[src/rtl/led_blink_scheduler_if.sv]
// Request/ack handshake and LED outputs shared by the blink scheduler and its requesters.
interface led_blink_scheduler_if #(
    parameter int NUM_REQ = 4,
    parameter int OWN_W   = $clog2(NUM_REQ)
);
    logic [NUM_REQ-1:0]   req;
    logic [NUM_REQ*4-1:0] req_count;
    logic [NUM_REQ*8-1:0] req_period;
    logic [NUM_REQ-1:0]   ack;
    logic                 busy;
    logic [OWN_W-1:0]     owner;
    logic                 led0;
    logic                 led1;

    modport master (
        output req, req_count, req_period,
        input  ack, busy, owner, led0, led1
    );

    modport slave (
        input  req, req_count, req_period,
        output ack, busy, owner, led0, led1
    );
endinterface

[src/rtl/led_blink_scheduler.sv]
// Round-robin sharing of one blink LED between NUM_REQ requesters; each grant plays
// count ON/OFF blinks of the requested half-period, then a fixed gap, then acks.
module led_blink_scheduler #(
    parameter int NUM_REQ   = 4,
    parameter int TICK_DIV  = 24_000,
    parameter int GAP_TICKS = 250,
    parameter int OWN_W     = $clog2(NUM_REQ)
) (
    input  logic                 clk,
    input  logic                 reset,
    led_blink_scheduler_if.slave bus
);
    localparam int               PRE_W     = (TICK_DIV > 1) ? $clog2(TICK_DIV) : 1;
    localparam logic [PRE_W-1:0] PRE_LAST  = PRE_W'(TICK_DIV - 1);
    localparam logic [7:0]       GAP_LEN   = 8'(GAP_TICKS);
    localparam logic [OWN_W-1:0] LAST_INIT = OWN_W'(NUM_REQ - 1);

    typedef enum logic [2:0] {S_IDLE, S_ON, S_OFF, S_GAP, S_DONE} state_t;

    state_t             state_q, state_d;
    logic [OWN_W-1:0]   owner_q, owner_d;
    logic [OWN_W-1:0]   last_owner_q, last_owner_d;
    logic [PRE_W-1:0]   presc_q, presc_d;
    logic [7:0]         tick_cnt_q, tick_cnt_d;
    logic [3:0]         remaining_q, remaining_d;
    logic [7:0]         period_q, period_d;
    logic               led0_q, led0_d;
    logic               led1_q, led1_d;
    logic               busy_q, busy_d;
    logic [NUM_REQ-1:0] ack_q, ack_d;

    logic [3:0]         cnt_slice [NUM_REQ];
    logic [7:0]         per_slice [NUM_REQ];
    logic [OWN_W-1:0]   rot_idx   [NUM_REQ];
    logic [NUM_REQ-1:0] req_rot;
    logic [OWN_W-1:0]   grant;
    logic               found;
    logic               tick;
    logic               phase_end;
    logic [7:0]         phase_len;

    // req_rot[k] is the requester k+1 places after the last owner, so the
    // lowest set bit of req_rot is the round-robin winner.
    genvar gi;
    generate
        for (gi = 0; gi < NUM_REQ; gi++) begin : g_slice
            assign cnt_slice[gi] = bus.req_count[gi*4 +: 4];
            assign per_slice[gi] = bus.req_period[gi*8 +: 8];
            assign rot_idx[gi]   = OWN_W'((int'(last_owner_q) + 1 + gi) % NUM_REQ);
            assign req_rot[gi]   = bus.req[rot_idx[gi]];
        end
    endgenerate

    always_comb begin
        grant = rot_idx[0];
        found = 1'b0;
        for (int k = 0; k < NUM_REQ; k++) begin
            if (!found && req_rot[k]) begin
                found = 1'b1;
                grant = rot_idx[k];
            end
        end
    end

    assign tick      = (presc_q == PRE_LAST);
    assign phase_len = (state_q == S_GAP) ? GAP_LEN : period_q;
    assign phase_end = tick && (tick_cnt_q == phase_len - 8'd1);

    always_comb begin
        state_d      = state_q;
        owner_d      = owner_q;
        last_owner_d = last_owner_q;
        remaining_d  = remaining_q;
        period_d     = period_q;
        presc_d      = tick ? '0 : presc_q + PRE_W'(1);
        tick_cnt_d   = tick ? tick_cnt_q + 8'd1 : tick_cnt_q;

        case (state_q)
            S_IDLE: begin
                if (found) begin
                    owner_d     = grant;
                    remaining_d = cnt_slice[grant];
                    period_d    = (per_slice[grant] == 8'd0) ? 8'd1 : per_slice[grant];
                    state_d     = (cnt_slice[grant] == 4'd0) ? S_DONE : S_ON;
                end
            end
            S_ON, S_OFF, S_GAP: begin
                // A dropped request wins over a coinciding phase end.
                if (!bus.req[owner_q]) begin
                    state_d      = S_IDLE;
                    last_owner_d = owner_q;
                end else if (phase_end) begin
                    if (state_q == S_ON) begin
                        state_d = S_OFF;
                    end else if (state_q == S_OFF) begin
                        remaining_d = remaining_q - 4'd1;
                        state_d     = (remaining_q == 4'd1) ? S_GAP : S_ON;
                    end else begin
                        state_d = S_DONE;
                    end
                end
            end
            S_DONE: begin
                last_owner_d = owner_q;
                state_d      = S_IDLE;
            end
            default: state_d = S_IDLE;
        endcase

        if (state_d != state_q) begin
            presc_d    = '0;
            tick_cnt_d = '0;
        end

        // Outputs follow the next state so they change on the same edge as it.
        led0_d = (state_d == S_ON);
        led1_d = (state_d == S_IDLE);
        busy_d = (state_d != S_IDLE);
        ack_d  = '0;
        if (state_d == S_DONE) begin
            ack_d[owner_d] = 1'b1;
        end
    end

    always_ff @(posedge clk or posedge reset) begin
        if (reset) begin
            state_q      <= S_IDLE;
            owner_q      <= '0;
            last_owner_q <= LAST_INIT;
            presc_q      <= '0;
            tick_cnt_q   <= '0;
            remaining_q  <= '0;
            period_q     <= 8'd1;
            led0_q       <= 1'b0;
            led1_q       <= 1'b1;
            busy_q       <= 1'b0;
            ack_q        <= '0;
        end else begin
            state_q      <= state_d;
            owner_q      <= owner_d;
            last_owner_q <= last_owner_d;
            presc_q      <= presc_d;
            tick_cnt_q   <= tick_cnt_d;
            remaining_q  <= remaining_d;
            period_q     <= period_d;
            led0_q       <= led0_d;
            led1_q       <= led1_d;
            busy_q       <= busy_d;
            ack_q        <= ack_d;
        end
    end

    assign bus.ack   = ack_q;
    assign bus.busy  = busy_q;
    assign bus.owner = owner_q;
    assign bus.led0  = led0_q;
    assign bus.led1  = led1_q;
endmodule

[src/flat_wrapper.sv]
// flat-port wrapper written by rule: the top's interface ports become plain ports
module led_blink_scheduler_flat 
#(
    parameter int NUM_REQ   = 4,
    parameter int TICK_DIV  = 24_000,
    parameter int GAP_TICKS = 250,
    parameter int OWN_W     = $clog2(NUM_REQ)
)
  (clk, reset, bus_req, bus_req_count, bus_req_period, bus_ack, bus_busy, bus_owner, bus_led0, bus_led1);
  led_blink_scheduler_if #(.NUM_REQ(NUM_REQ), .OWN_W(OWN_W)) bus_i ();
  input  logic clk;
  input  logic reset;
  input wire logic [$bits(bus_i.req)-1:0] bus_req;
  input wire logic [$bits(bus_i.req_count)-1:0] bus_req_count;
  input wire logic [$bits(bus_i.req_period)-1:0] bus_req_period;
  output wire logic [$bits(bus_i.ack)-1:0] bus_ack;
  output wire logic [$bits(bus_i.busy)-1:0] bus_busy;
  output wire logic [$bits(bus_i.owner)-1:0] bus_owner;
  output wire logic [$bits(bus_i.led0)-1:0] bus_led0;
  output wire logic [$bits(bus_i.led1)-1:0] bus_led1;
  assign bus_i.req = bus_req;
  assign bus_i.req_count = bus_req_count;
  assign bus_i.req_period = bus_req_period;
  assign bus_ack = bus_i.ack;
  assign bus_busy = bus_i.busy;
  assign bus_owner = bus_i.owner;
  assign bus_led0 = bus_i.led0;
  assign bus_led1 = bus_i.led1;
  led_blink_scheduler #(.NUM_REQ(NUM_REQ), .TICK_DIV(TICK_DIV), .GAP_TICKS(GAP_TICKS), .OWN_W(OWN_W)) u_core (.clk(clk), .reset(reset), .bus(bus_i));
endmodule
[config.mk]
export PLATFORM = sky130hd
export DESIGN_NAME = led_blink_scheduler_flat
export DESIGN_NICKNAME = d
export VERILOG_FILES = /design/src/rtl/led_blink_scheduler_if.sv /design/src/rtl/led_blink_scheduler.sv /design/src/flat_wrapper.sv
export SDC_FILE = /design/constraint.sdc
export NUM_CORES = 1
export LEC_CHECK = 0
export BUFFER_PORTS_ARGS = -buffer_cell sky130_fd_sc_hd__buf_4
export CAP_MARGIN = 25
export CORE_UTILIZATION = 55
export DETAILED_ROUTE_END_ITERATION = 10
export PLACE_DENSITY = 0.78
export SKIP_LAST_GASP = 1
export SYNTH_ARGS = -nofsm -noshare
export SYNTH_HDL_FRONTEND = slang
export SYNTH_SLANG_ARGS = --single-unit
[constraint.sdc]
create_clock -name clk -period 3.9 [get_ports clk]
set_input_delay 0.78 -clock clk [delete_from_list [all_inputs] [get_ports clk]]
set_output_delay 0.78 -clock clk [all_outputs]
set_load 0.1 [all_outputs]
; ---- After elaboration in Yosys (flattened, before gate mapping)
; Index checks and enable logic that the tools add are counted.
[totals]
elab_cells = 114
in_bits = 54
regBits = 49
[op_classes]
eq_ne = 16
addsub = 8
bitwise = 1
muxes = 50
n_reduce_logical = 20
magnitude_cmp = 8
[ops]
columns = cell, n
row1 = $mux W8, 6
row2 = $mux W4, 8
row3 = $mux W15, 2
row4 = $lt A2 B3 Y1 const B, 6
row5 = $mux W3, 6
row6 = $bmux W8 S2, 1
row7 = $add A15 B1 Y15 const B, 1
row8 = $eq A15 B15 Y1 const B, 1
row9 = $mux W2, 7
row10 = $bmux W1 S2, 5
row11 = $mux W1, 10
row12 = $add A8 B1 Y8 const B, 1
row13 = $bmux W4 S2, 1
row14 = $eq A8 B8 Y1, 1
row15 = $logic_not A8 Y1, 1
row16 = $ne A2 B1 Y1 const B, 4
row17 = $pmux W4 S2, 1
row18 = $sub A8 B1 Y8 const B, 1
row19 = $eq A3 B1 Y1 const B, 2
row20 = $eq A3 B2 Y1 const B, 2
row21 = $eq A3 B3 Y1 const B, 2
row22 = $logic_not A3 Y1, 2
row23 = $pmux W3 S2, 1
row24 = $reduce_and A6 Y1, 1
row25 = other kinds (18), 30

; ---- Longest topological paths before layout
[depth]
ltp_word = 23
mapped_depth = 14
mapped_depth_nobuf = 11

; ---- Worst setup path before layout
; No wires, ideal clock.
[synth_timing]
path_kind = reg-to-reg
startpoint = register u_core.state_q[0]
endpoint = register u_core.led1_q (netlist: u_core.bus.led1)
path_buffers = 2
path_slack_ns = 0.655
synth_period_minus_slack_ns = 3.245
arrival_ns = 3.166
setup_time_ns = 0.078
required_ns = 3.822
stages_incl_launch_ff = 14
cell_sequence = dfrtp_1 buf_2 and3b_1 buf_6 nor2_1 ha_1 nor3b_1 xor2_1 or3_1 a221o_1 or4_4 or3b_1 a21oi_2 and3b_1
[synth_via]
elab_chain_len = 9
[synth_lines]
columns = item, line_no
row1 = start: declaration, led_blink_scheduler.sv:20  ; state_t state_q, state_d;
row2 = start signal: assignment, led_blink_scheduler.sv:139  ; state_q <= state_d;
row3 = $eq A3 B2 Y1, "led_blink_scheduler.sv:66, led_blink_scheduler.sv:78"
row4 = $mux W8, led_blink_scheduler.sv:66  ; assign phase_len = (state_q == S_GAP) ? GAP_LEN : period_q;
row5 = $sub A8 B1 Y8, led_blink_scheduler.sv:67  ; assign phase_end = tick && (tick_cnt_q == phase_len - 8'd1);
row6 = $eq A8 B8 Y1, led_blink_scheduler.sv:67
row7 = $logic_and A1 B1 Y1, led_blink_scheduler.sv:67
row8 = $mux W3, led_blink_scheduler.sv:92  ; end else if (phase_end) begin
row9 = $mux W3, led_blink_scheduler.sv:89  ; if (!bus.req[owner_q]) begin
row10 = $pmux W3 S2 *, led_blink_scheduler.sv:78  ; case (state_q)
row11 = named net u_core.state_d[1], led_blink_scheduler.sv:20
row12 = $logic_not A3 Y1 *, led_blink_scheduler.sv:117  ; led1_d = (state_d == S_IDLE);
row13 = named net u_core.led1_d, led_blink_scheduler.sv:28  ; logic led1_q, led1_d;
row14 = end signal: assignment, led_blink_scheduler.sv:147  ; led1_q <= led1_d;
row15 = end: declaration, led_blink_scheduler.sv:28
; Mark *: on every way through the listed nets, which the timed path passes. The rest lies on a longest branch.
; A chain may end at the register's enable or synchronous reset.

; ---- Worst setup path after layout
[layout_timing]
startpoint = register u_core.state_q[2]
endpoint = register u_core.led1_q (netlist: u_core.bus.led1)
[layout_via]
elab_chain_len = 9
[layout_lines]
columns = item, line_no
row1 = $eq A3 B2 Y1, "led_blink_scheduler.sv:66, led_blink_scheduler.sv:78"
row2 = $mux W8, led_blink_scheduler.sv:66
row3 = $sub A8 B1 Y8, led_blink_scheduler.sv:67
row4 = $eq A8 B8 Y1, led_blink_scheduler.sv:67
row5 = $logic_and A1 B1 Y1, led_blink_scheduler.sv:67
row6 = $mux W3, led_blink_scheduler.sv:92
row7 = $mux W3, led_blink_scheduler.sv:89
row8 = $pmux W3 S2 *, led_blink_scheduler.sv:78
row9 = $logic_not A3 Y1 *, led_blink_scheduler.sv:117
row10 = named net u_core.led1_d, led_blink_scheduler.sv:28
; Marks and branches as above.

==> out/results.ini <==
[logic_synthesis]
synthArstFlopShare = 1.000
yosysWarnings = 0
synth_flop_cell = dfrtp_1
synth_xor_area_frac = 0.06771
synth_cells = 327
synthSimpleGateAreaFrac = 0.2269
ys_ff_latch = 49
syn_avg_cell_area_sq_um = 9.493
synthMuxAreaShare = 0.1322
synth_compound_area_frac = 0.1197
syn_area_sq_mm = 0.003104
ys_seq_area_frac = 0.3966
synth_top_area_frac = 0.3628
synth-adder-area-share = 0.02015
synth-edff-count = 0
synth_top_family_by_area = simple AND/OR/NAND/NOR gates
ys_types = 55
synthTopCellsByArea = dfrtp_1, mux2i_1, mux2_2, nor2_1, xor2_1
syn_nets = 386
yosysTopAreaCell = dfrtp_1

[timing]
worst_slew_pin_slew_ns = 0.8267
hold_viol = 0
setup-tns-final_ns = 0
max_freq_mhz = 282.9
holdWs_ns = 0.4853
setup_viol = 0
fin_crit_sh = 0.9062
relSlewSlack = 0.4438
layout_min_cycle_time_ns = 3.534
fin_worst_skew_ns = 0.006918
slew_violations = 0
rsz0062_at_grt = false

[layout]
final_nets = 446
layout_commonest_cell = buf_4
area_growth_pct = 20.27
drive_gt1_frac = 0.2655
utilization = 0.7085
final_area_sq_mm = 0.003734
num_antenna_cells = 0
final_cell_mix = buf_4, dfrtp_1, nor2_1

[power]
p_int_w = 0.001304
seqPwrFrac = 0.328
peakVddDrop_mv = 0.8078
switching_share = 0.4547
pwr-share-clk = 0.122
leakage_nw = 1.713
p_per_area_mw_per_mm2 = 640.6
power.net_switching_w = 0.001088
power_frac_comb = 0.550

[cts]
cts_tree = yes
cts-hold-fix-buffers = 0
cts_resized = 0
cts_htree_levels = 2
clkSlewWorstSetupHoldPaths_ns = 0.08
cts_setup_buffers = 0
clk_latency_ns = 0.30
root_buffer = clkbuf_8
numClockSinks = 49
clockBufferDepth = 2
cts_buffers = 5

[detailed_routing]
antenna_left = 0
drt_iter0_drc = 115
avgViaCountPerCell = 5.707
dr_total_vias = 2614
wl_per_cell_um = 14.48
drc_errors = 0
wl_mm = 6.633
dr.pass1.iters = 5

[place]
dp_hpwl_mm = 4.993
place_area_sq_mm = 0.003618
numPortBuffers = 62
place.gp.congestion = 0.8837

[worst_setup_path]
path_cells = and3b_1 > nor2_1 > ha_1 > nor3b_1 > xor2_1 > or3_1 > a221o_1 > nor4_1 > mux2i_1 > a2bb2oi_1 > and3b_1
endpoint_kind = register
arrival_ns = 3.78
crit_path_top_delay_cell = dfrtp_1
r2r_cells = 11
start_kind = register
max_stage_delay_ns = 0.47
cp_max_fo = 10
path_common_cell = and3b_1
worstPathRequired_ns = 4.14
critical_path_class = reg2reg

[floorplanning]
fp.dieW_um = 77.13
core_area_sq_mm = 0.005270
die_area_sq_mm = 0.005948
io_pins = 63
num_rows = 26
initial_utilization = 0.5890
fp.dieH_um = 77.13

[job]
maxCapViolations = 0

[hold_path]
hp-class = reg2reg
hold_path_depth = 1

[global_route]
antenna_found_initial = 0
grt_pass1_vias = 2526
grt_max_degree = 50
grtUsageTotal = 0.2368
grt_pass1_wl_mm = 11.36
overflow = 0

[run_status]
outcome = finished, final reports clean

## state kept, by name, indices dropped and copies added (netlist names)
| name | flops |
|---|---|
| u_core.bus.owner | 2 |
| u_core.bus.ack | 4 |
| u_core.period_q | 8 |
| u_core.bus.led0 | 1 |
| u_core.presc_q | 15 |
| u_core.remaining_q | 4 |
| u_core.state_q | 3 |
| u_core.last_owner_q | 2 |
| u_core.bus.busy | 1 |
| u_core.tick_cnt_q | 8 |
| u_core.bus.led1 | 1 |
## worst max-delay path, delay by kind of cell, from the launching register on
kind,cells,cell delay (ns)
and+or+nand+nor,6,1.64
AOI/OAI and AO/OA,2,0.75
DFF,1,0.47
muxes,1,0.23
adders and majority gates,1,0.22
xor gates and xnor gates,1,0.16
## cells in the mapped netlist (all sizes together), types with 2 or more instances
library cell  number
a221o              2
or4                2
inv               12
dfrtp             45
o21ai             22
buf                6
or2                2
xnor2             11
or4b               2
and3               7
mux2              14
nand2             24
nor2b              4
dfstp              4
nand4             12
a31oi              2
and4               2
nor2              33
nand3b             2
and3b              2
xor2              13
ha                 5
nand3              7
clkbuf             7
a2bb2oi            3
or3                3
mux2i             23
nor4               5
a22oi              2
a21oi             10
a211o              5
o22ai              3
nor3b              2
nor3              10
nand2b             5
## power by group through the flow
stage,clock network (W),logic (W),registers [W]
final,0.000292,0.00131,0.000785
after global routing,0.000316,0.00145,0.000807
after CTS,0.000300,0.00132,0.000785
after detailed placement,0,0.00131,0.000793
after global placement,0,0.00128,0.000793
after floorplan,0,0.000885,0.000941
## metal layers
metal  track usage  up-vias  share of wire
met5             0        -              0
met1        0.3103     1244           0.45
met2        0.3920       66           0.49
met3       0.05595        4          0.054
li1              -     1300              -
met4       0.06038        0         0.0069
## metrics by stage
step | std cells | power (W) | setup slack, ns
after floorplan | 327 | 0.001826 | 0.6555
after global placement | 449 | 0.002075 | 0.5136
after detailed placement | 449 | 0.002106 | 0.4382
after CTS | 457 | 0.002404 | 0.4153
after global routing | 458 | 0.002571 | 0.1205
final | 458 | 0.002392 | 0.3656
## worst paths after layout
check	start	slack, ns	end
worst min register to register	u_core.presc_q[0]$_DFF_PP0_	0.49	u_core.presc_q[0]$_DFF_PP0_
worst min-delay path	u_core.presc_q[0]$_DFF_PP0_	0.49	u_core.presc_q[0]$_DFF_PP0_
min in group asynchronous	reset	0.54	u_core.presc_q[12]$_DFF_PP0_
worst max register to register	u_core.state_q[2]$_DFF_PP0_	0.37	u_core.bus.led1$_DFF_PP1_
worst max-delay path	u_core.state_q[2]$_DFF_PP0_	0.37	u_core.bus.led1$_DFF_PP1_
max in group asynchronous	reset	2.86	u_core.presc_q[4]$_DFF_PP0_
## logic make-up after synthesis
kind of cell | count (synthesis)
and+or+nand+nor | 129
adders and majority gates | 5
AOI/OAI and AO/OA | 57
buffers and inverters | 25
xor gates and xnor gates | 24
muxes | 38
DFF | 49
## cell type report
type | instances | area (sq um)
multi-input combinational | 253 | 1767
fill | 434 | 1536
sequential | 49 | 1231
timing repair buffer | 66 | 515.5
tap | 70 | 87.58
clock buffer | 6 | 72.57
inverter | 12 | 45.04
clock inverter | 2 | 15.01
Power figures use the tool's default switching activity.
